### config.mk
export PLATFORM = sky130hd
export DESIGN_NAME = bcd_display_scanner_flat
export DESIGN_NICKNAME = d
export VERILOG_FILES = /design/src/rtl/bcd_display_scanner_if.sv /design/src/rtl/bcd_display_scanner.sv /design/src/flat_wrapper.sv
export SDC_FILE = /design/constraint.sdc
export NUM_CORES = 1
export LEC_CHECK = 0
export BUFFER_PORTS_ARGS = -buffer_cell sky130_fd_sc_hd__buf_4
export CAP_MARGIN = 15
export CORE_ASPECT_RATIO = 0.6
export CORE_MARGIN = 8
export CORE_UTILIZATION = 61
export DETAILED_ROUTE_END_ITERATION = 8
export GPL_ROUTABILITY_DRIVEN = 0
export PLACE_DENSITY = 0.9
export SLEW_MARGIN = 0
export SYNTH_ARGS = -nofsm -noshare
export SYNTH_HDL_FRONTEND = slang
export SYNTH_SLANG_ARGS = --single-unit
### constraint.sdc
create_clock -name clk -period 3.3 [get_ports clk]
set_input_delay 0.495 -clock clk [delete_from_list [all_inputs] [get_ports clk]]
set_output_delay 0.495 -clock clk [all_outputs]
set_load 0.03 [all_outputs]
### src/rtl/bcd_display_scanner_if.sv
// ============================================================================
// Module      : bcd_display_scanner_if
// Description : BCD input and 7-segment display bundle for the display scanner.
// Revision    : 1.0 - initial release
// ============================================================================
`default_nettype none

interface bcd_display_scanner_if;
    logic [0:11] bcd_in;
    logic        load;
    logic        blank_lz;
    logic [6:0]  seg;
    logic [2:0]  an;
    logic        err;

    modport master (
        output bcd_in,
        output load,
        output blank_lz,
        input  seg,
        input  an,
        input  err
    );

    modport slave (
        input  bcd_in,
        input  load,
        input  blank_lz,
        output seg,
        output an,
        output err
    );
endinterface

`default_nettype wire

### src/rtl/bcd_display_scanner.sv
// ============================================================================
// Module      : bcd_display_scanner
// Description : Multiplexed 3-digit 7-segment driver with leading-zero blanking.
// Revision    : 1.0 - initial release
// ============================================================================
`default_nettype none

module bcd_display_scanner #(
    parameter int N_DIGITS = 3,
    parameter int PRESCALE = 50000
) (
    input  wire logic             clk,
    input  wire logic             rst_n,
    bcd_display_scanner_if.slave  bus
);

    localparam int                 c_CNT_W   = (PRESCALE > 2) ? $clog2(PRESCALE) : 1;
    localparam logic [c_CNT_W-1:0] c_CNT_MAX = c_CNT_W'(PRESCALE - 1);
    localparam logic [c_CNT_W-1:0] c_CNT_ONE = c_CNT_W'(1);
    localparam logic [6:0]         c_SEG_OFF = 7'h7F;
    localparam logic [2:0]         c_AN_OFF  = 3'b111;

    typedef enum logic [1:0] {
        DIG_HUND  = 2'd0,
        DIG_TENS  = 2'd1,
        DIG_UNITS = 2'd2
    } digit_t;

    logic [0:11]        r_shadow;
    logic [c_CNT_W-1:0] r_cnt;
    digit_t             r_idx;
    digit_t             w_idxNext;
    logic [6:0]         r_seg;
    logic [2:0]         r_an;
    logic               r_err;

    logic               w_wrap;
    logic [3:0]         w_hund;
    logic [3:0]         w_tens;
    logic [3:0]         w_units;
    logic [3:0]         w_digit;
    logic               w_blank;
    logic               w_gap;
    logic [2:0]         w_anOn;
    logic [6:0]         w_segNext;
    logic [2:0]         w_anNext;
    logic               w_errNext;

    function automatic logic [6:0] f_decode(input logic [3:0] d);
        logic [6:0] s;
        case (d)
            4'd0:    s = 7'b1000000;
            4'd1:    s = 7'b1111001;
            4'd2:    s = 7'b0100100;
            4'd3:    s = 7'b0110000;
            4'd4:    s = 7'b0011001;
            4'd5:    s = 7'b0010010;
            4'd6:    s = 7'b0000010;
            4'd7:    s = 7'b1111000;
            4'd8:    s = 7'b0000000;
            4'd9:    s = 7'b0010000;
            default: s = 7'b0111111;
        endcase
        return s;
    endfunction

    assign w_hund  = r_shadow[0:3];
    assign w_tens  = r_shadow[4:7];
    assign w_units = r_shadow[8:11];
    assign w_wrap  = (r_cnt == c_CNT_MAX);

    // Shadow register and slot prescaler
    always_ff @(posedge clk or negedge rst_n) begin
        if (!rst_n) begin
            r_shadow <= '0;
            r_cnt    <= '0;
        end else begin
            if (bus.load) begin
                r_shadow <= bus.bcd_in;
            end
            r_cnt <= w_wrap ? '0 : (r_cnt + c_CNT_ONE);
        end
    end

    always_ff @(posedge clk or negedge rst_n) begin
        if (!rst_n) begin
            r_idx <= DIG_HUND;
        end else begin
            r_idx <= w_idxNext;
        end
    end

    always_comb begin
        w_idxNext = r_idx;
        w_digit   = w_hund;
        w_anOn    = c_AN_OFF;
        case (r_idx)
            DIG_HUND: begin
                w_digit = w_hund;
                w_anOn  = 3'b011;
                if (w_wrap) w_idxNext = DIG_TENS;
            end
            DIG_TENS: begin
                w_digit = w_tens;
                w_anOn  = 3'b101;
                if (w_wrap) w_idxNext = DIG_UNITS;
            end
            DIG_UNITS: begin
                w_digit = w_units;
                w_anOn  = 3'b110;
                if (w_wrap) w_idxNext = DIG_HUND;
            end
            default: begin
                w_idxNext = DIG_HUND;
            end
        endcase
    end

    // Only genuine zeros are blanked, so an invalid code always stays visible
    always_comb begin
        w_blank = 1'b0;
        if (bus.blank_lz) begin
            case (r_idx)
                DIG_HUND: w_blank = (w_hund == 4'd0);
                DIG_TENS: w_blank = (w_hund == 4'd0) && (w_tens == 4'd0);
                default:  w_blank = 1'b0;
            endcase
        end
    end

    always_comb begin
        w_gap     = (r_cnt == '0) || w_blank;
        w_segNext = w_gap ? c_SEG_OFF : f_decode(w_digit);
        w_anNext  = w_gap ? c_AN_OFF  : w_anOn;
        w_errNext = (w_hund > 4'd9) || (w_tens > 4'd9) || (w_units > 4'd9);
    end

    always_ff @(posedge clk or negedge rst_n) begin
        if (!rst_n) begin
            r_seg <= c_SEG_OFF;
            r_an  <= c_AN_OFF;
            r_err <= 1'b0;
        end else begin
            r_seg <= w_segNext;
            r_an  <= w_anNext;
            r_err <= w_errNext;
        end
    end

    assign bus.seg = r_seg;
    assign bus.an  = r_an;
    assign bus.err = r_err;

endmodule

`default_nettype wire

### src/flat_wrapper.sv
// flat-port wrapper written by rule: the top's interface ports become plain ports
module bcd_display_scanner_flat 
#(
    parameter int N_DIGITS = 3,
    parameter int PRESCALE = 50000
)
  (clk, rst_n, bus_bcd_in, bus_load, bus_blank_lz, bus_seg, bus_an, bus_err);
  bcd_display_scanner_if bus_i ();
  input  wire logic clk;
  input  wire logic rst_n;
  input wire logic [$bits(bus_i.bcd_in)-1:0] bus_bcd_in;
  input wire logic [$bits(bus_i.load)-1:0] bus_load;
  input wire logic [$bits(bus_i.blank_lz)-1:0] bus_blank_lz;
  output wire logic [$bits(bus_i.seg)-1:0] bus_seg;
  output wire logic [$bits(bus_i.an)-1:0] bus_an;
  output wire logic [$bits(bus_i.err)-1:0] bus_err;
  assign bus_i.bcd_in = bus_bcd_in;
  assign bus_i.load = bus_load;
  assign bus_i.blank_lz = bus_blank_lz;
  assign bus_seg = bus_i.seg;
  assign bus_an = bus_i.an;
  assign bus_err = bus_i.err;
  bcd_display_scanner #(.N_DIGITS(N_DIGITS), .PRESCALE(PRESCALE)) u_core (.clk(clk), .rst_n(rst_n), .bus(bus_i));
endmodule
==> metrics.cfg <==
[logic_synthesis]
synthCells = 177
netlist.top_cell.by_area = dfrtp_1
synth_nets = 203
synth_area_um2 = 2000
async_flop_share = 1.00
ys_ff_latch = 41
synth_ff_type = dfrtp_1
synth-edff-count = 0
ys_warn_count = 0
avgSynthCellArea_um2 = 11.3
netlist.area_leader.share = 0.388
synth.distinct_cells = 39
ys_seq_area_frac = 0.520
netlist_top_cells_area = dfrtp_1 (39%), dfstp_2 (13%), mux2_2 (6.8%)

[floorplan]
die_y_um = 60.3
core_um2 = 3200
fp.dieArea_um2 = 5420
initial_core_util = 0.624
die_w_um = 89.9
io_pins = 27
rows = 16

[pwr]
p_sw_frac = 0.261
power.share.sequential = 0.536
power_frac_comb = 0.148
power_frac_clock = 0.316
internal_power_w = 0.000778
peakVddDrop_v = 0.000429
leakagePower_nw = 1.03
power_density_nw_per_um2 = 454
power_switching_w = 0.000274

[placement]
port-buffer-count = 26
dp_hpwl_mm = 3.13

[route]
num_vias = 1531
routed_via_density = 6.08
drc_errors = 0
wl_per_cell_um = 16.6
drt_iter0_drc = 220
ant_nets = 0
routed_wirelength_mm = 4.19
drt_first_pass_iters = 5

[timing]
fin_crit_ns = 2.39
fmax_mhz = 418
slew_headroom = 0.496
setup_viol = 0
clock_skew_ns = 0.00568
rsz0062_at_grt = false
fin_setup_tns_ns = 0
slew_violations = 0
fin_crit_sh = 0.725
worst_pin_slew_ns = 0.753
finalHoldViolations = 0

[clock_network]
clk_pin_slew_ns = 0.07
clock_latency_ns = 0.29
cts_tree = built
cts_buffers = 5
cts_resized = 0
clockBufferDepth = 2
clock-sinks = 41
cts_setup_buffers = 0
cts_root_buf = clkbuf_8
htreeDepth = 2
ctsHoldBuffers = 0

[global_routing]
met3_usage = 0.0469
grt_remaining_overflow = 0
antenna_found_initial = 0
globalRoute.busiestLayer = met2
use_met1 = 0.228
grt_pass1_wl_mm = 7.16
track_usage = 0.168
grtUsageMet2 = 0.240
grt_max_degree = 42
grt_pass1_vias = 1435

[layout]
antennaDiodeCount = 0
drive_gt1_frac = 0.280
fin_util = 0.723
nFillCells = 213
syn_to_final_growth_pct = 16.0
num-nets-final = 232

[setup_path]
ff2ff_path_depth = 8
cp-end-kind = flip-flop
reg2reg_slack_ns = 0.91
crit_end = u_core.bus.seg[1]
path_max_fanout = 8
max_stage_delay_ns = 0.49
reg2reg_from = u_core.r_idx[1]
r2r_end = u_core.bus.seg[1]
path_buf_inv = 2
cp.depth = 8
crit_start = u_core.r_idx[1]
slowest_stage = a21oi_1
cp.arrival_ns = 2.56
path_class = reg2reg
crit_required_ns = 3.47
cp_cell_sequence = inv_1 > ha_1 > a22oi_1 > a21oi_1 > inv_1 > ha_1 > a21oi_1 > o221ai_1
cpLargestDelayFamily = compound AO/OA/AOI/OAI gates
cp-start-kind = flip-flop

[worst_hold_path]
min_path_type = in2async

[job]
maxCapViolCount = 0

[status]
status = completed

state kept, by name, summed over array words and instances (netlist names):
register,cells
u_core.bus.seg,7
u_core.bus.an,3
u_core.bus.err,1
u_core.r_idx,2
u_core.r_cnt,16
u_core.r_shadow,12
power groups by stage:
stage	combinational, W	sequential [W]	clock (W)
finish	0.000155	0.000564	0.000333
global route	0.000168	0.000568	0.000362
CTS	0.000156	0.000564	0.000341
detailed placement	0.000156	0.000573	0
global placement	0.000149	0.000571	0
floorplan	0.0000568	0.000604	0
layer usage:
layer | part of all wire | vias to the layer above | wire length, um
met2 | 0.42 | 94 | 1760
met4 | 0.023 | 0 | 97
met5 | 0 | - | 0
met3 | 0.077 | 12 | 323
met1 | 0.48 | 725 | 2010
li1 | - | 700 | -
cell usage after synthesis, types with 2 or more instances:
cell type,n
a211oi_1,2
a21o_1,4
a21oi_1,11
a22oi_1,4
and2_1,2
and3_1,4
clkbuf_1,2
dfrtp_1,31
dfstp_2,10
ha_1,10
inv_1,7
mux2_2,12
nand2_1,7
nand3_1,7
nand4_1,8
nor2_1,13
nor3_1,2
nor4_1,3
o21ai_0,7
or3_1,2
or4_1,2
xnor2_1,6
xor2_1,5
layout make-up:
| type | instances | area [um^2] | area share |
|---|---|---|---|
| inverters | 7 | 26.3 | 0.0113 |
| clock buffers | 8 | 90.1 | 0.0389 |
| well taps | 45 | 56.3 | 0.0243 |
| multi-input cells | 125 | 911 | 0.393 |
| repair buffers | 26 | 195 | 0.0842 |
| flip-flops and latches | 41 | 1040 | 0.448 |
cells in the final DEF, fill, tap and decap left out, types with 8 or more instances in the layout:
cell	count
a21oi_1	11
buf_4	26
dfrtp_1	31
dfstp_2	10
ha_1	10
mux2_2	12
nand4_1	8
nor2_1	13
per-stage QoR:
stage	total power, W	worst slack (ns)	hold WS [ns]	cells	instance area (um^2)
floorplan	0.000660	1.26	0.199	177	2000
global placement	0.000720	1.23	0.460	244	2230
detailed placement	0.000729	1.02	0.477	244	2230
CTS	0.00106	0.995	0.177	252	2320
global route	0.00110	0.686	0.204	252	2320
finish	0.00105	0.907	0.161	252	2320
worst min path at each step:
| stage | end | startpoint | slack [ns] | cells past startpoint |
|---|---|---|---|---|
| global placement | u_core.r_cnt[0] | u_core.r_cnt[0] | 0.46 | 1 |
| global route | u_core.r_shadow[5] | rst_n | 0.20 | 1 |
| CTS | u_core.r_shadow[6] | rst_n | 0.18 | 1 |
| finish | u_core.r_shadow[2] | rst_n | 0.16 | 1 |
| detailed placement | u_core.r_cnt[0] | u_core.r_cnt[0] | 0.48 | 1 |
| floorplan | u_core.bus.err | rst_n | 0.20 | 0 |
cell families (layout without fill, tap and decap cells):
logic type	Yosys count	count (layout)	synth area share
buffers and inverters	11	41	0.0244
XOR/XNOR	11	11	0.0482
adder cells (fa/ha/maj)	10	10	0.0626
AND/OR/NAND/NOR	56	56	0.160
AO/OA/AOI/OAI	35	35	0.111
multiplexers	13	13	0.0733
flip-flops	41	41	0.520
No activity file was read; power rests on OpenSTA's default activity.
